[config.mk]
export PLATFORM = sky130hd
export DESIGN_NAME = snd_bus_seq
export DESIGN_NICKNAME = d
export VERILOG_FILES = /design/src/rtl/snd_pkg.sv /design/src/rtl/snd_warmup_timer.sv /design/src/rtl/snd_bus_seq.sv
export SDC_FILE = /design/constraint.sdc
export NUM_CORES = 1
export LEC_CHECK = 0
export ABC_AREA = 1
export ABC_CLOCK_PERIOD_IN_PS = 1600
export BUFFER_PORTS_ARGS = -buffer_cell sky130_fd_sc_hd__buf_2
export CAP_MARGIN = 5
export CORE_UTILIZATION = 53
export DETAILED_ROUTE_END_ITERATION = 12
export GPL_ROUTABILITY_DRIVEN = 0
export HOLD_SLACK_MARGIN = 0.03
export MAX_ROUTING_LAYER = met4
export PLACE_DENSITY = 0.87
export SYNTH_ARGS = -nofsm -noshare
export SYNTH_HDL_FRONTEND = slang
export SYNTH_SLANG_ARGS = --single-unit
[constraint.sdc]
create_clock -name fclk -period 1.6 [get_ports fclk]
set_input_delay 0.32 -clock fclk [delete_from_list [all_inputs] [get_ports fclk]]
set_output_delay 0.32 -clock fclk [all_outputs]
set_load 0.01 [all_outputs]
[src/rtl/snd_pkg.sv]
// Shared encodings for the sound-bus sequencer: target selects and FSM states.
package snd_pkg;

  localparam logic [1:0] SEL_YM0  = 2'd0;
  localparam logic [1:0] SEL_YM1  = 2'd1;
  localparam logic [1:0] SEL_SAA  = 2'd2;
  localparam logic [1:0] SEL_RSVD = 2'd3;

  typedef enum logic [2:0] {
    ST_IDLE,
    ST_SETUP,
    ST_STROBE,
    ST_HOLD,
    ST_DROP
  } snd_state_e;

  function automatic int max3(input int a, input int b, input int c);
    int m;
    m = (a > b) ? a : b;
    return (m > c) ? m : c;
  endfunction

endpackage

[src/rtl/snd_warmup_timer.sv]
// SAA clock-enable register plus warm-up counter; saa_warm rises WARMUP_CYC
// cycles after a 0->1 enable and drops at once on disable.
module snd_warmup_timer #(
  parameter int WARMUP_CYC = 64
) (
  input  logic fclk,
  input  logic rst_n,
  input  logic cfg_we,
  input  logic cfg_saa_en,
  output logic saa_enabled,
  output logic saa_warm
);

  localparam int CW = $clog2(WARMUP_CYC + 1);

  logic [CW-1:0] cnt_q;

  always_ff @(posedge fclk or negedge rst_n) begin
    if (!rst_n) begin
      saa_enabled <= 1'b0;
      saa_warm    <= 1'b0;
      cnt_q       <= '0;
    end else if (cfg_we && cfg_saa_en && !saa_enabled) begin
      saa_enabled <= 1'b1;
      saa_warm    <= 1'b0;
      cnt_q       <= '0;
    end else if (cfg_we && !cfg_saa_en) begin
      saa_enabled <= 1'b0;
      saa_warm    <= 1'b0;
    end else if (saa_enabled && !saa_warm) begin
      // Rewriting enable=1 lands here, so warm-up keeps counting undisturbed.
      cnt_q <= cnt_q + CW'(1);
      if (cnt_q == CW'(WARMUP_CYC - 1))
        saa_warm <= 1'b1;
    end
  end

endmodule

[src/rtl/snd_bus_seq.sv]
// Sequences queued register writes onto the shared YM2203/YM2203/SAA1099 bus
// with programmable setup/strobe/hold timing; all outputs are registered.
module snd_bus_seq
  import snd_pkg::*;
#(
  parameter int SETUP_CYC  = 2,
  parameter int STROBE_CYC = 8,
  parameter int HOLD_CYC   = 2,
  parameter int WARMUP_CYC = 64
) (
  input  logic       fclk,
  input  logic       rst_n,
  input  logic       req_valid,
  output logic       req_ready,
  input  logic [1:0] req_sel,
  input  logic       req_a0,
  input  logic [7:0] req_data,
  input  logic       cfg_we,
  input  logic       cfg_saa_en,
  output logic       saa_enabled,
  output logic [7:0] bus_d,
  output logic       bus_a0,
  output logic       ym0_cs_n,
  output logic       ym1_cs_n,
  output logic       saa_cs_n,
  output logic       wr_n,
  output logic       busy
);

  localparam int MAX_CYC = max3(SETUP_CYC, STROBE_CYC, HOLD_CYC);
  localparam int CNT_W   = (MAX_CYC > 1) ? $clog2(MAX_CYC) : 1;

  snd_state_e       state_q, state_d;
  logic [CNT_W-1:0] cnt_q, cnt_d;
  logic [1:0]       sel_q;
  logic [1:0]       cs_sel;
  logic             accept, load, cs_active;
  logic             saa_warm;

  snd_warmup_timer #(
    .WARMUP_CYC(WARMUP_CYC)
  ) u_warmup (
    .fclk       (fclk),
    .rst_n      (rst_n),
    .cfg_we     (cfg_we),
    .cfg_saa_en (cfg_saa_en),
    .saa_enabled(saa_enabled),
    .saa_warm   (saa_warm)
  );

  always_comb begin
    state_d = state_q;
    cnt_d   = cnt_q;
    accept  = 1'b0;
    load    = 1'b0;
    case (state_q)
      ST_IDLE: begin
        if (req_valid) begin
          case (req_sel)
            SEL_YM0, SEL_YM1: begin
              accept = 1'b1;
              load   = 1'b1;
            end
            SEL_SAA: begin
              // Enabled but still warming up: stall without acknowledging.
              if (saa_warm) begin
                accept = 1'b1;
                load   = 1'b1;
              end else if (!saa_enabled) begin
                accept = 1'b1;
              end
            end
            default: accept = 1'b1;
          endcase
        end
        if (load) begin
          state_d = ST_SETUP;
          cnt_d   = CNT_W'(SETUP_CYC - 1);
        end else if (accept) begin
          state_d = ST_DROP;
        end
      end
      ST_SETUP: begin
        if (cnt_q == '0) begin
          state_d = ST_STROBE;
          cnt_d   = CNT_W'(STROBE_CYC - 1);
        end else begin
          cnt_d = cnt_q - CNT_W'(1);
        end
      end
      ST_STROBE: begin
        if (cnt_q == '0) begin
          state_d = ST_HOLD;
          cnt_d   = CNT_W'(HOLD_CYC - 1);
        end else begin
          cnt_d = cnt_q - CNT_W'(1);
        end
      end
      ST_HOLD: begin
        if (cnt_q == '0)
          state_d = ST_IDLE;
        else
          cnt_d = cnt_q - CNT_W'(1);
      end
      ST_DROP: state_d = ST_IDLE;
      default: state_d = ST_IDLE;
    endcase
  end

  // Outputs are registered from the next state so they align with state_q.
  assign cs_sel    = load ? req_sel : sel_q;
  assign cs_active = (state_d == ST_SETUP) || (state_d == ST_STROBE) ||
                     (state_d == ST_HOLD);

  always_ff @(posedge fclk or negedge rst_n) begin
    if (!rst_n) begin
      state_q   <= ST_IDLE;
      cnt_q     <= '0;
      sel_q     <= SEL_YM0;
      bus_d     <= '0;
      bus_a0    <= 1'b0;
      ym0_cs_n  <= 1'b1;
      ym1_cs_n  <= 1'b1;
      saa_cs_n  <= 1'b1;
      wr_n      <= 1'b1;
      req_ready <= 1'b0;
      busy      <= 1'b0;
    end else begin
      state_q   <= state_d;
      cnt_q     <= cnt_d;
      req_ready <= accept;
      busy      <= (state_d != ST_IDLE);
      if (load) begin
        sel_q  <= req_sel;
        bus_d  <= req_data;
        bus_a0 <= req_a0;
      end
      ym0_cs_n <= !(cs_active && (cs_sel == SEL_YM0));
      ym1_cs_n <= !(cs_active && (cs_sel == SEL_YM1));
      saa_cs_n <= !(cs_active && (cs_sel == SEL_SAA));
      wr_n     <= (state_d != ST_STROBE);
    end
  end

endmodule

; Yosys cells after proc, flatten, opt, wreduce, memory -nomap -nowiden
; Index checks and enable logic that the tools add are counted.
; Widths: inputs -> output; s select.
[classes]
n_addsub = 2
n_eq_ne = 15
muxes = 32
n_reduce_logical = 29
[op_table]
columns = op, count
row1 = $mux 3, 9
row2 = $pmux 3 s4, 2
row3 = $mux 7, 3
row4 = $mux 1, 16
row5 = $eq 3x2->1 const B, 4
row6 = $reduce_bool 3->1, 3
row7 = $add 7x1->7 const B, 1
row8 = $eq 7x6->1 const B, 1
row9 = $logic_and 1x1->1, 7
row10 = $eq 3x1->1 const B, 2
row11 = $logic_not 1->1, 6
row12 = $logic_not 3->1, 2
row13 = $eq 2x1->1 const B, 2
row14 = $eq 2x2->1 const B, 2
row15 = $logic_not 2->1, 2
row16 = $ne 2x2->1 const B, 2
row17 = $reduce_and 2->1, 2
row18 = $reduce_bool 2->1, 2
row19 = $reduce_bool 4->1, 1
row20 = $ne 3x2->1 const B, 1
row21 = $reduce_and 3->1, 1
row22 = $sub 3x1->3 const B, 1
row23 = $logic_or 1x1->1, 2
row24 = $mux 2, 1
row25 = 3 further kinds, 3
[word_totals]
regBits = 32
output_inout_bits = 16

; Logic depth before layout (Yosys ltp)
; Gate-level depths: netlist of the first run.
[logic_depth]
depth_word = 13
mapped_depth = 10
depth_no_buf = 10

; Modules after synthesis
; Synthesis of the first run repeated with hierarchy kept, for this count alone.
[unflattened]
hier_cells = 198
area_unflattened_um2 = 1676.6
[modules_own_cells]
columns = module, n_inst, cells_per_inst, area_per_inst_um2
row1 = snd_bus_seq, 1, 135, 1143.6
row2 = snd_warmup_timer, 1, 63, 533.0

; Worst setup path after synthesis of the first run
; OpenSTA, ideal clock, no wires.
[synth_path]
kind = flip-flop to flip-flop
startpoint = register cnt_q[0]
endpoint = register cnt_q[2]
setup_ps = 117
t_arrival_ps = 1078
required_time_ps = 1483
path_slack_ps = 405
stages_incl_launch_ff = 11
path_buffers = 0
cell_sequence = dfrtp_1 inv_1 ha_1 nand2_1 inv_1 nand3_1 nand2_1 nand2_1 clkinv_1 nand2_1 nand2_1
[synth_between]
elab_chain_len = 3
[synth_lines]
columns = element, line
row1 = start: declaration, snd_bus_seq.sv:34  ; logic [CNT_W-1:0] cnt_q, cnt_d;
row2 = start signal: assignment, snd_bus_seq.sv:130  ; cnt_q <= cnt_d;
row3 = $sub 3x1->3 or $logic_not 3->1 (tied branches), n/a
row4 = $mux 3 (tied with other cells), snd_bus_seq.sv:100  ; if (cnt_q == '0)
row5 = $pmux 3 s4 or $reduce_and 3->1 (tied branches), n/a
; Parallel ways exist; a longest one is shown, timed or not. The select of a mux whose other input is x is not followed.
; A chain may end at the register's enable or synchronous reset.

; Worst setup path in the final report of the first run
[layout_path]
startpoint = register u_warmup.cnt_q[0]
endpoint = register u_warmup.saa_warm
[layout_between]
elab_chain_len = 3
[layout_lines]
columns = element, line
row1 = start: declaration, snd_warmup_timer.sv:16  ; logic [CW-1:0] cnt_q;
row2 = start signal: assignment, snd_warmup_timer.sv:32  ; cnt_q <= cnt_q + CW'(1);
row3 = $eq 7x6->1, snd_warmup_timer.sv:33  ; if (cnt_q == CW'(WARMUP_CYC - 1))
row4 = $reduce_bool 3->1 (no line), n/a
row5 = $reduce_and 2->1 (no line), n/a
row6 = end signal: assignment, snd_warmup_timer.sv:25  ; saa_warm <= 1'b0;
row7 = end signal: assignment, snd_warmup_timer.sv:29  ; saa_warm <= 1'b0;
row8 = end signal: assignment, snd_warmup_timer.sv:34  ; saa_warm <= 1'b1;
row9 = end: declaration, snd_warmup_timer.sv:11  ; output logic saa_warm
; Every way passes these cells.

==> results of run 1 <==
[worst max-delay path, stage by stage (launching register included)]
cell	delay [ps]
dfrtp_1	410
ha_1	240
inv_1	110
nor3_1	230
nand3_1	120
a21boi_0	170
[worst max path at each step]
stage,startpoint,to,slack (ps),cells past startpoint
2_1_floorplan,cnt_q[0],cnt_q[2],410,10
3_3_place_gp,req_sel[0],bus_d[3],330,9
3_5_place_dp,cfg_we,u_warmup.cnt_q[5],310,9
4_1_cts,u_warmup.cnt_q[0],u_warmup.saa_warm,260,5
5_1_grt,cnt_q[0],cnt_q[2],150,10
6_report,u_warmup.cnt_q[0],u_warmup.saa_warm,260,5
[Yosys cell counts]
cell	n
nand4_1	5
nand3_4	1
nor2_4	1
nor3_1	2
inv_1	20
or2_0	1
clkinv_1	1
o31ai_1	1
o211ai_1	1
or2_2	1
xnor2_1	1
dfrtp_1	28
nor2_1	8
nand3_1	15
nand2_2	3
inv_2	2
nand2b_1	1
buf_6	1
a21oi_1	5
o21ai_0	6
ha_1	3
clkbuf_1	1
buf_4	1
dfstp_2	4
a21boi_0	1
nor2_2	1
a31oi_1	1
a21oi_2	1
nor3b_1	1
nand2_1	73
[cells by family (layout without fill, tap and decap cells)]
group,count (synthesis),after routing,share of synthesized area [%]
AOI/OAI and AO/OA,16,16,5.96
xor gates and xnor gates,1,1,0.564
adders and majority gates,3,3,2.42
buffers and inverters,26,63,7.00
DFF,32,32,51.9
and+or+nand+nor,113,113,32.2
[registers in the layout, summed over array words and instances, names as in the netlist, 2 cells and up]
name            flops
sel_q               2
cnt_q               3
state_q             3
u_warmup.cnt_q      7
bus_d               8
[per-layer routing]
metal | vias up | GRT usage (%) | routed length (um)
met2 | 36 | 33.7 | 1440
met5 | - | - | 0
met1 | 602 | 22.7 | 1250
met3 | 13 | 7.67 | 139
met4 | 0 | 10.8 | 70
li1 | 680 | - | -
[power by group through the flow]
stage	sequential (mW)	clock [mW]	combinational [mW]
3_3_place_gp	1.29	0	1.11
2_1_floorplan	1.36	0	0.725
4_1_cts	1.28	0.693	1.14
3_5_place_dp	1.30	0	1.13
6_report	1.28	0.679	1.12
5_1_grt	1.32	0.729	1.29
[cell type report]
class                           instances  share of cell area (%)
Multi-Input combinational cell        133                    35.0
Tap cell                               31                    2.12
Clock inverter                          1                    1.64
Clock buffer                            7                    3.56
Inverter                               23                    4.72
Sequential cell                        32                    44.1
Timing Repair Buffer                   32                    8.90
[through the flow]
step | hold slack [ps] | utilization, % | setup slack [ps] | power, mW
floorplan | 24.4 | - | 405 | 2.08
global placement | 399 | 62.8 | 333 | 2.40
detailed placement | 395 | 62.8 | 310 | 2.42
CTS | 30.6 | 66.3 | 259 | 3.11
global route | 48.5 | 66.3 | 153 | 3.33
finish | 17.3 | 66.3 | 260 | 3.09
==> results.txt, run 1 <==
In the final timing run, aggregate negative setup slack is 0 ps. The number of top-level pins was 32; the number of endpoints failing setup at the final stage was 0. Leaving out fill and tap cells, the most frequent cells in the layout are nand2_1 (73), buf_2 (31), dfrtp_1 (28), inv_1 (20), nand3_1 (15). Sequential cells burn 41.6% of the power.

For the distinct cell type count of the synthesized netlist, the log shows 30. In this run, the number of DRC markers left after iteration 0 of detailed routing was 55. The number of cell instances on the worst register-to-register path works out to 5.

dfrtp_1 takes more of the synthesized area than any other cell. TritonCTS built the clock tree. Yosys attributes the largest share of cell area to dfrtp_1 (45%), nand2_1 (18%), dfstp_2 (6.8%).

Along the worst path, the maximum fanout reaches 4. After global routing the overflow that remains totals 0. Dividing total power by cell area gives a power density of 1690 nW/um^2. Net switching is 36.0% of the power.

From synthesis to final layout, the design area changed by 17.6%. After detailed routing, the number of vias per cell comes to 5.14. The top cell type by area accounts for 45.1% of the synthesized area. STA puts the critical path data required time at 1860 ps. The number of standard cells in the final layout excluding fillers came out at 259. The flow ran to the end, and the final reports show no timing, DRC or antenna violations. For the count of H-tree levels built during CTS, the log shows 2. The clock reaches the later pin of the worst-skew pair after 330 ps. Across the run, the number of max-cap violations was 0.

Dividing the detail-routed wire length by the instance count gives 11.2 um. The number of antenna diodes in the final layout is 0. The internal power summed over all cells was 1.97 mW; the total of cells resized after clock tree synthesis was 0. The core region area is 2760 um^2.

The first global-routing pass estimated 4.89 mm of wire. For the layout net count, the log shows 246. Clock-pin slew was measured on the worst setup and hold paths at 100 ps. The number of inserted filler cells in the final layout is 217, and the largest net degree at the start of global routing is 33.

The run gives 0 as the number of design rule violations left after detail routing. From bottom edge to top edge, the die measures 56.2 um. In the final layout, the multi-input gates occupy 639 um^2.

The worst path uses 83.7% of the clock period. Once the floorplan was initialized, standard cells occupied 56.4% of the core. Post-detailed-route count of antenna-violating nets: 0. The sequential cells in the finished layout cover a total of 806 um^2.

The relative slew slack is 54.2%. The tree is rooted in a clkbuf_4. In this run the critical register-to-register path is launched from u_warmup.cnt_q[0]. The row count was 19; the number of hold violations in the final report was 0. Across the VDD grid, the largest voltage drop is 1.39 mV. After clock tree synthesis, the setup repair step added 0 buffers.

Via count of the first global-routing pass: 1231. The leakage power was 1.01 nW; the worst clock skew was 12.9 ps. The maximum achievable frequency is 746 MHz. The worst register-to-register path ends at u_warmup.saa_warm. The clock network is responsible for 22.0% of the overall power.

Width of the die: 56.2 um. For the switching power total, the log shows 1.11 mW. The initial antenna violation count is 0, and the area of the die is 3150 um^2. The run gives 1600 ps as the critical path arrival. The first TritonRoute pass finished after 4 iterations. The count of state elements after synthesis was 32. Setup repair after global routing left no endpoint under its margin. STA classifies the critical path startpoint as a flop.

Counting every net in the synthesized netlist gives 210. The post-route netlist has 23.7% of its cells at a drive strength greater than 1. The post-synth design cell area is 1550 um^2, and the global routing usage summed across all routing layers is 20.9%. Sequential cell area fraction in the yosys report: 51.9%. In this run the mean area of a mapped cell was 8.14 um^2. Buffers inserted to repair hold after CTS numbered 0.

The clock passes through at most 2 buffers. The clock drives 32 sinks. The tools report the endpoint kind of the worst setup timing path as a flop. The count of buffers added on input and output ports is 31. The tools report the sum of net half-perimeters after detailed placement as 2.13 mm. The run gives 260 ps as the reg2reg setup slack. The Yosys warning count came out at 0. The run gives 0 as the number of slew-limit violations in the final report. By startpoint and endpoint, the worst setup path is classified as flop to flop. With fillers left out, the area of the finished cells amounts to 1830 um^2. After technology mapping, the gate count stands at 191.

The combinational cell fraction of total power was 36.4%; the clock period minus worst slack was 1340 ps. Once placement finished, the instance area stood at 1730 um^2. In this run, CTS created clock tree buffers numbering 5.

For the total instance count after detailed placement, the log shows 251. The run gives 2.90 mm as the total detailed-routing wirelength. The type of the worst min-delay path was primary input to asynchronous set/reset pin. The run gives 1331 as the via count. For the pin with the worst max-slew slack, the measured transition is 687 ps. Leaving out fill and tap cells, the most frequent cell in the layout is nand2_1.
Power figures use the tool's default switching activity.
==> run 2, diff against run 1 <==
--- a/config.mk
+++ b/config.mk
@@ -6,15 +6,15 @@
 export NUM_CORES = 1
 export LEC_CHECK = 0
 export ABC_AREA = 1
-export ABC_CLOCK_PERIOD_IN_PS = 1600
+export ABC_CLOCK_PERIOD_IN_PS = 1200
 export BUFFER_PORTS_ARGS = -buffer_cell sky130_fd_sc_hd__buf_2
 export CAP_MARGIN = 5
-export CORE_UTILIZATION = 53
+export CORE_UTILIZATION = 48
 export DETAILED_ROUTE_END_ITERATION = 12
 export GPL_ROUTABILITY_DRIVEN = 0
 export HOLD_SLACK_MARGIN = 0.03
 export MAX_ROUTING_LAYER = met4
-export PLACE_DENSITY = 0.87
+export PLACE_DENSITY = 0.83
 export SYNTH_ARGS = -nofsm -noshare
 export SYNTH_HDL_FRONTEND = slang
 export SYNTH_SLANG_ARGS = --single-unit
==> constraint.sdc (replaced) <==
create_clock -name fclk -period 1.2 [get_ports fclk]
set_input_delay 0.24 -clock fclk [delete_from_list [all_inputs] [get_ports fclk]]
set_output_delay 0.24 -clock fclk [all_outputs]
set_load 0.01 [all_outputs]
==> run 2 against run 1 <==
Effect of this change:
- the flow now finishes with violations (negative setup slack)
- routed wire length up 24%
- clock power up 0.9%
- critical path depth up 2
- worst setup slack worse by 350 ps
- worst hold slack better by 73 ps
- combinational power up 95%
- register-to-register slack worse by 350 ps
- global-route usage down 0.43 points
- sequential share of layout area down 7.0 points
- power up 49%
- clock-buffer cell count up 1
- via count up 8.9%
- critical path type unchanged
- critical endpoint is now saa_cs_n
- highest routed layer unchanged
==> results.txt, run 2 (synthesis gave the netlist of run 1 again) <==
The register with the most flip-flops in the final layout is bus_d. The tools report the switching power total as 1.77 mW. The number of violations reported at the end of detailed-routing iteration 0 was 66. Type of the worst min-delay path: primary input to flop. The worst flop-to-flop path startpoint is state_q[1]. Per report_power, the sequential group accounts for 37.6% of the total. For the core region area, the log shows 3050 um^2. The clock passes through at most 2 buffers. At the pin with the least slew margin, the transition time is 333 ps. For the part of the total power dissipated in the clock network, the log shows 14.9%. In the layout the commonest cells are nand2_1 (58), dfrtp_1 (26), buf_2 (26), buf_4 (16).

The first-pass iteration count of the detailed router is 4. The critical path arrival was 1560 ps. At the worst endpoint, the required time is 1470 ps. STA classifies the critical path startpoint as a flop. The maximum achievable frequency was 772 MHz; the diode insertion count for antenna repair was 0.

Number of hold violations in the final report: 0. The tools report the wire length of the first global-routing pass as 5.12 mm. The total overflow left after global routing is 0.

CTS built an H-tree with a depth of 2. For the row count, the log shows 20. In this run the worst path has a maximum fanout of 7. The tools report the initial antenna violation count as 0. The largest registers in the layout are bus_d: 8 flops, u_warmup.cnt_q: 7 flops.

The run finished, with violations left. Insertion delay to the later sink of the worst-skew pair: 340 ps. The sink count of the clock tree was 32; the clock slew at the register clock pins of the worst setup and hold paths was 110 ps.

The number of endpoints failing setup at the final stage is 20, and the combinational cell fraction of total power is 47.5%. For this design the static power due to leakage is 1.14 nW. After routing, the total negative slack on setup checks comes to -875 ps. The start point of the critical path was state_q[1]. Global routing used 20.5% of the available tracks across all layers. Endpoint kind of the worst setup timing path: a flop.

The worst flop-to-flop path endpoint was saa_cs_n. The effective utilization at floorplan is 50.9%. 32 I/O pins were placed. For the relative slew slack, the log shows 77.8%.

By startpoint and endpoint, the worst setup path is classified as flop to flop. The destination of the critical timing path is saa_cs_n. The worst IR drop on VDD is 0.868 mV, and the share of layout cells above drive strength 1 is 42.6%. The detail route stage leaves a number of antenna-violating nets equal to 0. The width of the die is 58.9 um. TritonCTS built the clock tree. In the final design database the tool counted 267 nets.

Reg2reg setup slack: -90 ps. The checks that failed: negative setup slack. For the internal power summed over all cells, the log shows 2.83 mW. The most common library cell in the layout ignoring fill and taps was nand2_1. Number of cell instances on the worst register-to-register path: 7. For this block, wires on met1 add up to 1.53 mm. After detailed routing, the total wire length is 3.59 mm. The floorplan step set the die height to 58.9 um.

Once detailed placement completed, the half-perimeter wirelength came to 2.28 mm. The area of the die is 3470 um^2. The logs give 0 for the number of slew-limit violations in the final report and 5 for the number of buffers created by CTS.

The via count of the first global-routing pass came out at 1184. Entering global routing, the biggest net connects 19 pins. Setup repair after global routing could not meet its margin everywhere. The final critical path takes up 108% of the cycle.

Dividing the detail-routed via count by the number of cells gives 4.95. Number of buffer cells added on primary ports: 31. Relative to the synthesized area, the layout overhead comes to 40.4%. The share of the core filled with cells is 71.5%, and the average wire per standard cell is 12.3 um. Worst clock skew: 18.6 ps. For the max-cap check violation count, the log shows 0. Buffer cell driving the clock tree root: clkbuf_4.

The run gives 172 um as the wire length on met3. In the routed design, unresolved DRC markers number 0. In this run switching power makes up 38.4% of total power. The logs give -94.5 ps for the least setup slack across all paths after layout and 1.83 mm for the detailed route wirelength on metal2.

The power per cell area is 2110 nW/um^2. The smallest clock period supported by the final layout is computed as 1290 ps. The highest layer used for signal routing was met4. The number of flip-flops under the largest register name is 8, and the via count is 1450.
==> run 2: changes by cell type in the layout (fill, tap and decap cells not counted), sizes merged <==
cell and delta:
buf +19, clkbuf +1, dlygate4sd3 +1, nand3 +1
bufinv -1
==> run 2: worst min-delay path by stage <==
stage,startpoint,depth (start not counted),to,slack (ps)
3_3_place_gp,rst_n,1,bus_d[4],150
2_1_floorplan,rst_n,0,bus_a0,-60
3_5_place_dp,rst_n,1,bus_d[4],150
4_1_cts,req_data[5],3,bus_d[5],90
6_report,req_data[5],3,bus_d[5],90
5_1_grt,req_data[1],3,bus_d[1],90
==> run 2: area by class of cell <==
type / instances / area (um^2)
clock buffers: 8 / 68.8
well taps: 44 / 55.1
fillers: 224 / 871
multi-input cells: 134 / 791
inverters: 23 / 88.8
flip-flops and latches: 32 / 808
repair buffers: 52 / 370
==> run 2: power groups by stage <==
stage                     registers (mW)  clock network (mW)  logic, mW
after detailed placement            1.71                   0       1.67
after global routing                1.77               0.738       2.43
after global placement              1.70                   0       1.62
final                               1.73               0.685       2.18
after CTS                           1.70               0.698       1.86
after floorplan                     1.81                   0      0.967
==> run 2: timing repair <==
action / in CTS / in global routing
buffers inserted: 1 / 6
cloned: 0 / 1
resized for setup: 19 / 34
pin swaps: 5 / 5
hold endpoints to repair: 10 / 0
hold buffers: 1 / 0
endpoints found under the setup margin: 22 / 31
==> run 2: stage by stage <==
step                      hold WS (ps)  setup slack (ps)  power (mW)  area, um^2  std cells
final                             89.8             -94.5        4.60        2180        293
after global routing              86.5              -190        4.94        2180        293
after CTS                         86.9             -75.5        4.27        2020        286
after detailed placement           152              -103        3.38        1850        276
after global placement             151             -53.2        3.32        1850        276
after floorplan                  -55.6              5.44        2.78        1550        191
==> run 2: worst max-delay path: stages (launching register included) <==
cell,delay [ps]
dfrtp_1,410
inv_2,90
nand2_2,70
nor2_4,210
nand3_4,170
nand2_1,130
nand2_2,90
nand3_2,60
==> run 2: per-layer routing <==
metal | vias up | track usage [%]
li1 | 718 | -
met1 | 683 | 25.7
met2 | 44 | 31.7
met3 | 5 | 5.27
met4 | 0 | 8.16
met5 | - | -
